===== config.mk =====
export PLATFORM = sky130hd
export DESIGN_NAME = layer_sequencer_flat
export DESIGN_NICKNAME = d
export VERILOG_FILES = /design/src/rtl/layer_sequencer_if.sv /design/src/rtl/layer_sequencer.sv /design/src/flat_wrapper.sv
export SDC_FILE = /design/constraint.sdc
export NUM_CORES = 1
export LEC_CHECK = 0
export ABC_AREA = 1
export CAP_MARGIN = 40
export CORE_ASPECT_RATIO = 0.75
export CORE_MARGIN = 2
export CORE_UTILIZATION = 40
export DETAILED_ROUTE_END_ITERATION = 8
export GPL_TIMING_DRIVEN = 0
export PLACE_DENSITY = 0.64
export SLEW_MARGIN = 20
export SYNTH_ARGS = -nofsm -noshare
export SYNTH_HDL_FRONTEND = slang
export SYNTH_SLANG_ARGS = --single-unit

===== constraint.sdc =====
create_clock -name io_clk -period 3.2 [get_ports io_clk]
set_input_delay 0.48 -clock io_clk [delete_from_list [all_inputs] [get_ports io_clk]]
set_output_delay 0.48 -clock io_clk [all_outputs]
set_load 0.01 [all_outputs]

===== src/rtl/layer_sequencer_if.sv =====
// Handshake/config bundle between the switch-enable logic, the layer sequencer
// and the scan controller.
interface layer_sequencer_if #(
  parameter int CH     = 8,
  parameter int CNT_W  = 16,
  parameter int LAYERS = 4,
  parameter int IDX_W  = 2
);
  logic                      start;
  logic                      abort;
  logic [CH-1:0]             switchEnLogic;
  logic [LAYERS*CH-1:0]      layerCfg;
  logic [LAYERS*CNT_W-1:0]   layerCnt;
  logic [LAYERS-1:0]         baseLayer;
  logic [IDX_W:0]            numLayers;
  logic                      busy;
  logic [IDX_W-1:0]          layerIdx;
  logic [CNT_W-1:0]          repeatCnt;
  logic                      layerLast;
  logic                      layerEnd;
  logic                      seqDone;

  modport master (
    output start, abort, switchEnLogic, layerCfg, layerCnt, baseLayer, numLayers,
    input  busy, layerIdx, repeatCnt, layerLast, layerEnd, seqDone
  );

  modport slave (
    input  start, abort, switchEnLogic, layerCfg, layerCnt, baseLayer, numLayers,
    output busy, layerIdx, repeatCnt, layerLast, layerEnd, seqDone
  );
endinterface


===== src/rtl/layer_sequencer.sv =====
// Multi-layer repeat sequencer: counts qualified switch-enable events per layer
// using configuration latched at start, pulsing layer-end and sequence-done.
module layer_sequencer #(
  parameter int CH     = 8,
  parameter int CNT_W  = 16,
  parameter int LAYERS = 4,
  parameter int IDX_W  = 2
) (
  input  logic               io_clk,
  input  logic               io_rst,
  layer_sequencer_if.slave   io
);

  typedef enum logic [0:0] {IDLE = 1'b0, RUN = 1'b1} state_e;

  state_e                   state_r, nextState_s;
  logic [IDX_W-1:0]         idx_r;
  logic [CNT_W-1:0]         repeat_r;
  logic [LAYERS*CH-1:0]     shadowCfg_r;
  logic [LAYERS*CNT_W-1:0]  shadowCnt_r;
  logic [LAYERS-1:0]        shadowBase_r;
  logic [IDX_W:0]           numLayers_r;
  logic                     layerEnd_r;
  logic                     seqDone_r;

  logic [CH-1:0]            curCfg_s;
  logic [CNT_W-1:0]         curCnt_s;
  logic                     curBase_s;
  logic                     trig_s;
  logic                     layerLast_s;
  logic                     finalLayer_s;
  logic [IDX_W:0]           clampNum_s;
  logic                     startAcc_s;
  logic                     abortAcc_s;
  logic                     advance_s;
  logic                     inc_s;

  // State register
  always_ff @(posedge io_clk) begin
    if (io_rst) begin
      state_r <= IDLE;
    end else begin
      state_r <= nextState_s;
    end
  end

  // Next-state decode; abort beats a same-cycle trigger
  always_comb begin
    nextState_s = state_r;
    case (state_r)
      IDLE: begin
        if (io.start) nextState_s = RUN;
        else          nextState_s = IDLE;
      end
      RUN: begin
        if (io.abort)                                 nextState_s = IDLE;
        else if (trig_s && layerLast_s && finalLayer_s) nextState_s = IDLE;
        else                                          nextState_s = RUN;
      end
      default: nextState_s = IDLE;
    endcase
  end

  // Output and control decode from the registered state and shadow config
  always_comb begin
    curCfg_s  = shadowCfg_r[int'(idx_r)*CH +: CH];
    curCnt_s  = shadowCnt_r[int'(idx_r)*CNT_W +: CNT_W];
    curBase_s = shadowBase_r[idx_r];
    trig_s    = (state_r == RUN) && (|(io.switchEnLogic & curCfg_s));

    // n-1 is only formed when n is non-zero, so the compare never underflows
    if (curCnt_s == '0)  layerLast_s = 1'b1;
    else if (curBase_s)  layerLast_s = (repeat_r == (curCnt_s - CNT_W'(1)));
    else                 layerLast_s = (repeat_r == curCnt_s);

    finalLayer_s = ({1'b0, idx_r} == (numLayers_r - (IDX_W+1)'(1)));

    if (io.numLayers == '0)                       clampNum_s = (IDX_W+1)'(1);
    else if (io.numLayers > (IDX_W+1)'(LAYERS))   clampNum_s = (IDX_W+1)'(LAYERS);
    else                                          clampNum_s = io.numLayers;

    startAcc_s = (state_r == IDLE) && io.start;
    abortAcc_s = (state_r == RUN) && io.abort;
    advance_s  = (state_r == RUN) && !io.abort && trig_s && layerLast_s;
    inc_s      = (state_r == RUN) && !io.abort && trig_s && !layerLast_s;

    io.busy      = (state_r == RUN);
    io.layerIdx  = idx_r;
    io.repeatCnt = repeat_r;
    io.layerLast = layerLast_s;
    io.layerEnd  = layerEnd_r;
    io.seqDone   = seqDone_r;
  end

  // Datapath: shadow config, layer index, repeat counter and event pulses
  always_ff @(posedge io_clk) begin
    if (io_rst) begin
      idx_r        <= '0;
      repeat_r     <= '0;
      shadowCfg_r  <= '0;
      shadowCnt_r  <= '0;
      shadowBase_r <= '0;
      numLayers_r  <= '0;
      layerEnd_r   <= 1'b0;
      seqDone_r    <= 1'b0;
    end else begin
      layerEnd_r <= advance_s;
      seqDone_r  <= (advance_s && finalLayer_s) || abortAcc_s;
      if (startAcc_s) begin
        shadowCfg_r  <= io.layerCfg;
        shadowCnt_r  <= io.layerCnt;
        shadowBase_r <= io.baseLayer;
        numLayers_r  <= clampNum_s;
        idx_r        <= '0;
        repeat_r     <= '0;
      end else if (abortAcc_s) begin
        idx_r    <= '0;
        repeat_r <= '0;
      end else if (advance_s) begin
        repeat_r <= '0;
        if (finalLayer_s) idx_r <= '0;
        else              idx_r <= idx_r + IDX_W'(1);
      end else if (inc_s) begin
        repeat_r <= repeat_r + CNT_W'(1);
      end else begin
        repeat_r <= repeat_r;
      end
    end
  end

endmodule

===== src/flat_wrapper.sv =====
// flat-port wrapper written by rule: the top's interface ports become plain ports
module layer_sequencer_flat 
#(
  parameter int CH     = 8,
  parameter int CNT_W  = 16,
  parameter int LAYERS = 4,
  parameter int IDX_W  = 2
)
  (io_clk, io_rst, io_start, io_abort, io_switchEnLogic, io_layerCfg, io_layerCnt, io_baseLayer, io_numLayers, io_busy, io_layerIdx, io_repeatCnt, io_layerLast, io_layerEnd, io_seqDone);
  layer_sequencer_if #(.CH(CH), .CNT_W(CNT_W), .LAYERS(LAYERS), .IDX_W(IDX_W)) io_i ();
  input  logic io_clk;
  input  logic io_rst;
  input wire logic [$bits(io_i.start)-1:0] io_start;
  input wire logic [$bits(io_i.abort)-1:0] io_abort;
  input wire logic [$bits(io_i.switchEnLogic)-1:0] io_switchEnLogic;
  input wire logic [$bits(io_i.layerCfg)-1:0] io_layerCfg;
  input wire logic [$bits(io_i.layerCnt)-1:0] io_layerCnt;
  input wire logic [$bits(io_i.baseLayer)-1:0] io_baseLayer;
  input wire logic [$bits(io_i.numLayers)-1:0] io_numLayers;
  output wire logic [$bits(io_i.busy)-1:0] io_busy;
  output wire logic [$bits(io_i.layerIdx)-1:0] io_layerIdx;
  output wire logic [$bits(io_i.repeatCnt)-1:0] io_repeatCnt;
  output wire logic [$bits(io_i.layerLast)-1:0] io_layerLast;
  output wire logic [$bits(io_i.layerEnd)-1:0] io_layerEnd;
  output wire logic [$bits(io_i.seqDone)-1:0] io_seqDone;
  assign io_i.start = io_start;
  assign io_i.abort = io_abort;
  assign io_i.switchEnLogic = io_switchEnLogic;
  assign io_i.layerCfg = io_layerCfg;
  assign io_i.layerCnt = io_layerCnt;
  assign io_i.baseLayer = io_baseLayer;
  assign io_i.numLayers = io_numLayers;
  assign io_busy = io_i.busy;
  assign io_layerIdx = io_i.layerIdx;
  assign io_repeatCnt = io_i.repeatCnt;
  assign io_layerLast = io_i.layerLast;
  assign io_layerEnd = io_i.layerEnd;
  assign io_seqDone = io_i.seqDone;
  layer_sequencer #(.CH(CH), .CNT_W(CNT_W), .LAYERS(LAYERS), .IDX_W(IDX_W)) u_core (.io_clk(io_clk), .io_rst(io_rst), .io(io_i));
endmodule

==> run_results.csv <==
group,metric,value,unit
grt,grt_pass1_wl,32550,um
timing,holdWs,0.4576,ns
final_layout,utilization,55.88,%
routing,wire_per_inst,15.31,um
timing,tightestPinTransition,0.7194,ns
power_and_ir_drop,p_int,0.003187,W
routing,vias_per_cell,5.057,
power_and_ir_drop,p_per_area,492.7,mW/mm^2
final_layout,area_delta_synth_final,37.94,%
timing,max_slew_margin,52.04,%
routing,ant_nets,0,
routing,finalWirelength,20860,um
timing,setup_viol,0,
synthesis,yosysWarnings,0,
final_layout,fin_nets,1257,
clock_network,cts_buffers,17,
timing,fin_crit,3.072,ns
synthesis,ys_types,34,
synthesis,ys_seq_area_share,38.50,%
synthesis,yosysTopAreaCellShare,38.50,%
floorplanning,boundaryPins,137,
grt,grtUsageTotal,24.89,%
synthesis,ys_seq_elements,124,
timing,max_freq,325.5,MHz
worst_setup_path,cp_data_required_time,2.72,ns
clock_network,htree_levels,4,
worst_setup_path,crit_start,"u_core.io.layerIdx[0]",
worst_setup_path,crit_path_end,"io_layerLast",
worst_setup_path,regToRegEndpoint,"u_core.io.repeatCnt[10]",
final_layout,layout_common_cells,"nor2_1, nand2_1, clkdlybuf4s50_1",
floorplanning,die_h,114.0,um
grt,grt-ovfl-total,0,
clock_network,clock_sinks,124,
grt,grt_max_degree,17,
grt,grt_pass1_vias,6259,
final_layout,layout_commonest_cell,"nor2_1",
place,gp_congestion,0.9257,
clock_network,clk_path_buf_depth,2,
clock_network,insertion_delay,0.42,ns
status,status,"completed",
routing,num_vias,6887,
worst_setup_path,reg2reg_slack,0.31,ns
clock_network,cts_tree,"done",
worst_setup_path,r2r-start,"u_core.io.layerIdx[0]",
routing,drt_iter0_markers,635,
grt,antenna_found_initial,0,
worst_setup_path,cp-end-kind,"output pin",
floorplanning,dieArea,0.01716,mm^2
place,io_buffers,136,
final_layout,antenna_cells,0,
worst_setup_path,cp-start-kind,"register",
place,dp_hpwl,15900,um
clock_network,clock-root-buffer,"clkbuf_16",
timing,final-hold-violation-count,0,
synthesis,netlist_area,0.006447,mm^2
power_and_ir_drop,combPwrFrac,16.0,%
worst_setup_path,critPathArrivalTime,2.59,ns
timing,setup_tns,0,ns
floorplanning,core_region_area,0.01592,mm^2
timing,period_share,96.01,%
worst_setup_path,crit_type,"register to output pin",
floorplanning,die_x,150.6,um
worst_setup_path,crit_fanout,10,
floorplanning,fp-row-count,40,
worst_setup_path,reg2regPathDepth,15,
routing,drc_errors,0,
timing,maxSlewViolCount,0,
hold_path,hold_class,"register to register",
final_layout,n_fill_cell,1581,
power_and_ir_drop,ir_drop,0.0003235,V
power_and_ir_drop,seq_power_share,39.1,%
power_and_ir_drop,clkPwrFrac,44.8,%
job,cap_violations,0,
power_and_ir_drop,p_sw,0.001195,W
timing,fin_worst_skew,0.005017,ns
routing,first_pass_iters,5,
synthesis,yosys.area.top_type,"dfxtp_1",
synthesis,avgSynthCellArea,6.626,um^2
clock_network,postCtsHoldBufs,0,
floorplanning,initial_utilization,40.51,%
hold_path,holdCritStartpoint,"u_core.shadowCfg_r[3]",
synthesis,synth.area.top_cells,"dfxtp_1, nor2_1, nand2_1, o21ai_0, nand3_1",
clock_network,clk_pin_slew,0.06,ns
power_and_ir_drop,swShare,27.27,%
synthesis,syn_inst,973,
synthesis,synth_nets,1091,
final_layout,layout-drive-gt1-share,10.68,%
power_and_ir_drop,p_leak,3.637,nW
[cell type report]
class,instances,area [um^2],area share [%]
Clock inverter,14,168.9,1.899
Timing Repair Buffer,147,1445,16.25
Sequential cell,124,2490,28.00
Clock buffer,18,429.2,4.826
Buffer,57,296.5,3.334
Multi-Input combinational cell,741,3607,40.56
Inverter,51,193.9,2.181
Tap cell,210,262.8,2.954
[flip-flops by register name, indices dropped and copies added (netlist names)]
register	cells
u_core.io.layerIdx	2
u_core.shadowCfg_r	32
u_core.numLayers_r	3
u_core.io.busy	1
u_core.io.repeatCnt	16
u_core.shadowBase_r	4
u_core.io.layerEnd	1
u_core.shadowCnt_r	64
u_core.io.seqDone	1
[metrics by stage]
step | cell area, um^2 | power, W | instances | setup slack (ns)
after floorplan | 6447 | 0.002119 | 973 | 0.6928
after global placement | 8071 | 0.002391 | 1319 | -0.2564
after detailed placement | 8071 | 0.002400 | 1319 | -0.2765
after CTS | 8796 | 0.004366 | 1359 | 0.02901
after global routing | 8894 | 0.004573 | 1362 | -0.01266
final | 8894 | 0.004382 | 1362 | 0.1277
[cells in the mapped netlist, drive strengths merged]
library cell,count
a211oi,1
a21oi,35
and3,1
buf,22
clkbuf,36
clkinv,1
dfxtp,124
ha,3
inv,50
nand2,214
nand3,64
nand3b,2
nand4,27
nor2,225
nor3,7
nor4,5
o2111ai,1
o21ai,127
o22ai,3
xnor2,3
xor2,22
[worst min-delay path by stage]
stage                             to  cells past startpoint
2_1_floorplan  u_core.shadowCfg_r[0]                      2
3_3_place_gp   u_core.shadowCfg_r[3]                      2
3_5_place_dp   u_core.shadowCfg_r[2]                      2
4_1_cts        u_core.shadowCfg_r[3]                      2
5_1_grt        u_core.shadowCfg_r[3]                      2
6_report       u_core.shadowCfg_r[3]                      2
[what timing repair did]
action	4_1_cts	5_1_grt
pin swaps	10	12
endpoints found under the setup margin	1	1
setup buffers	8	3
gates cloned	1	0
gates resized for setup	21	23
[kinds of logic (layout without fill, tap and decap cells)]
logic type / after synthesis / count (layout) / synth area share, %
compound gates: 167 / 167 / 13.70
xor+xnor: 25 / 25 / 3.396
fa+ha+maj: 3 / 3 / 0.5822
buf+inv: 109 / 287 / 7.432
flops: 124 / 124 / 38.50
simple gates: 545 / 546 / 36.39
[layer usage]
metal	GRT usage [%]	part of all wire (%)	up-vias
li1	-	-	3498
met1	38.38	51	3104
met2	34.42	40	263
met3	5.680	7.6	22
met4	6.667	1.4	0
met5	0	0	-
[power groups by stage]
stage               sequential [W]  combinational (W)  clock (W)
floorplan                  0.00172           0.000394          0
global placement           0.00174           0.000646          0
detailed placement         0.00175           0.000654          0
CTS                        0.00171           0.000679    0.00198
global route               0.00173           0.000787    0.00206
finish                     0.00172           0.000702    0.00196
[critical path, cell delays in order (launching register included)]
cell	delay, ns
dfxtp_4	0.40
inv_4	0.06
buf_6	0.14
nand2_1	0.07
nand3_2	0.12
nand2_4	0.12
buf_4	0.12
nand2_4	0.08
nor2_8	0.17
buf_4	0.13
nand2_1	0.04
nand2_1	0.06
nand2_1	0.04
nor2_1	0.11
nand3_2	0.11
nor2_4	0.11
nand2_4	0.08
nand2_4	0.09
buf_6	0.10
Note: power is estimated with default switching activity, not from simulation.
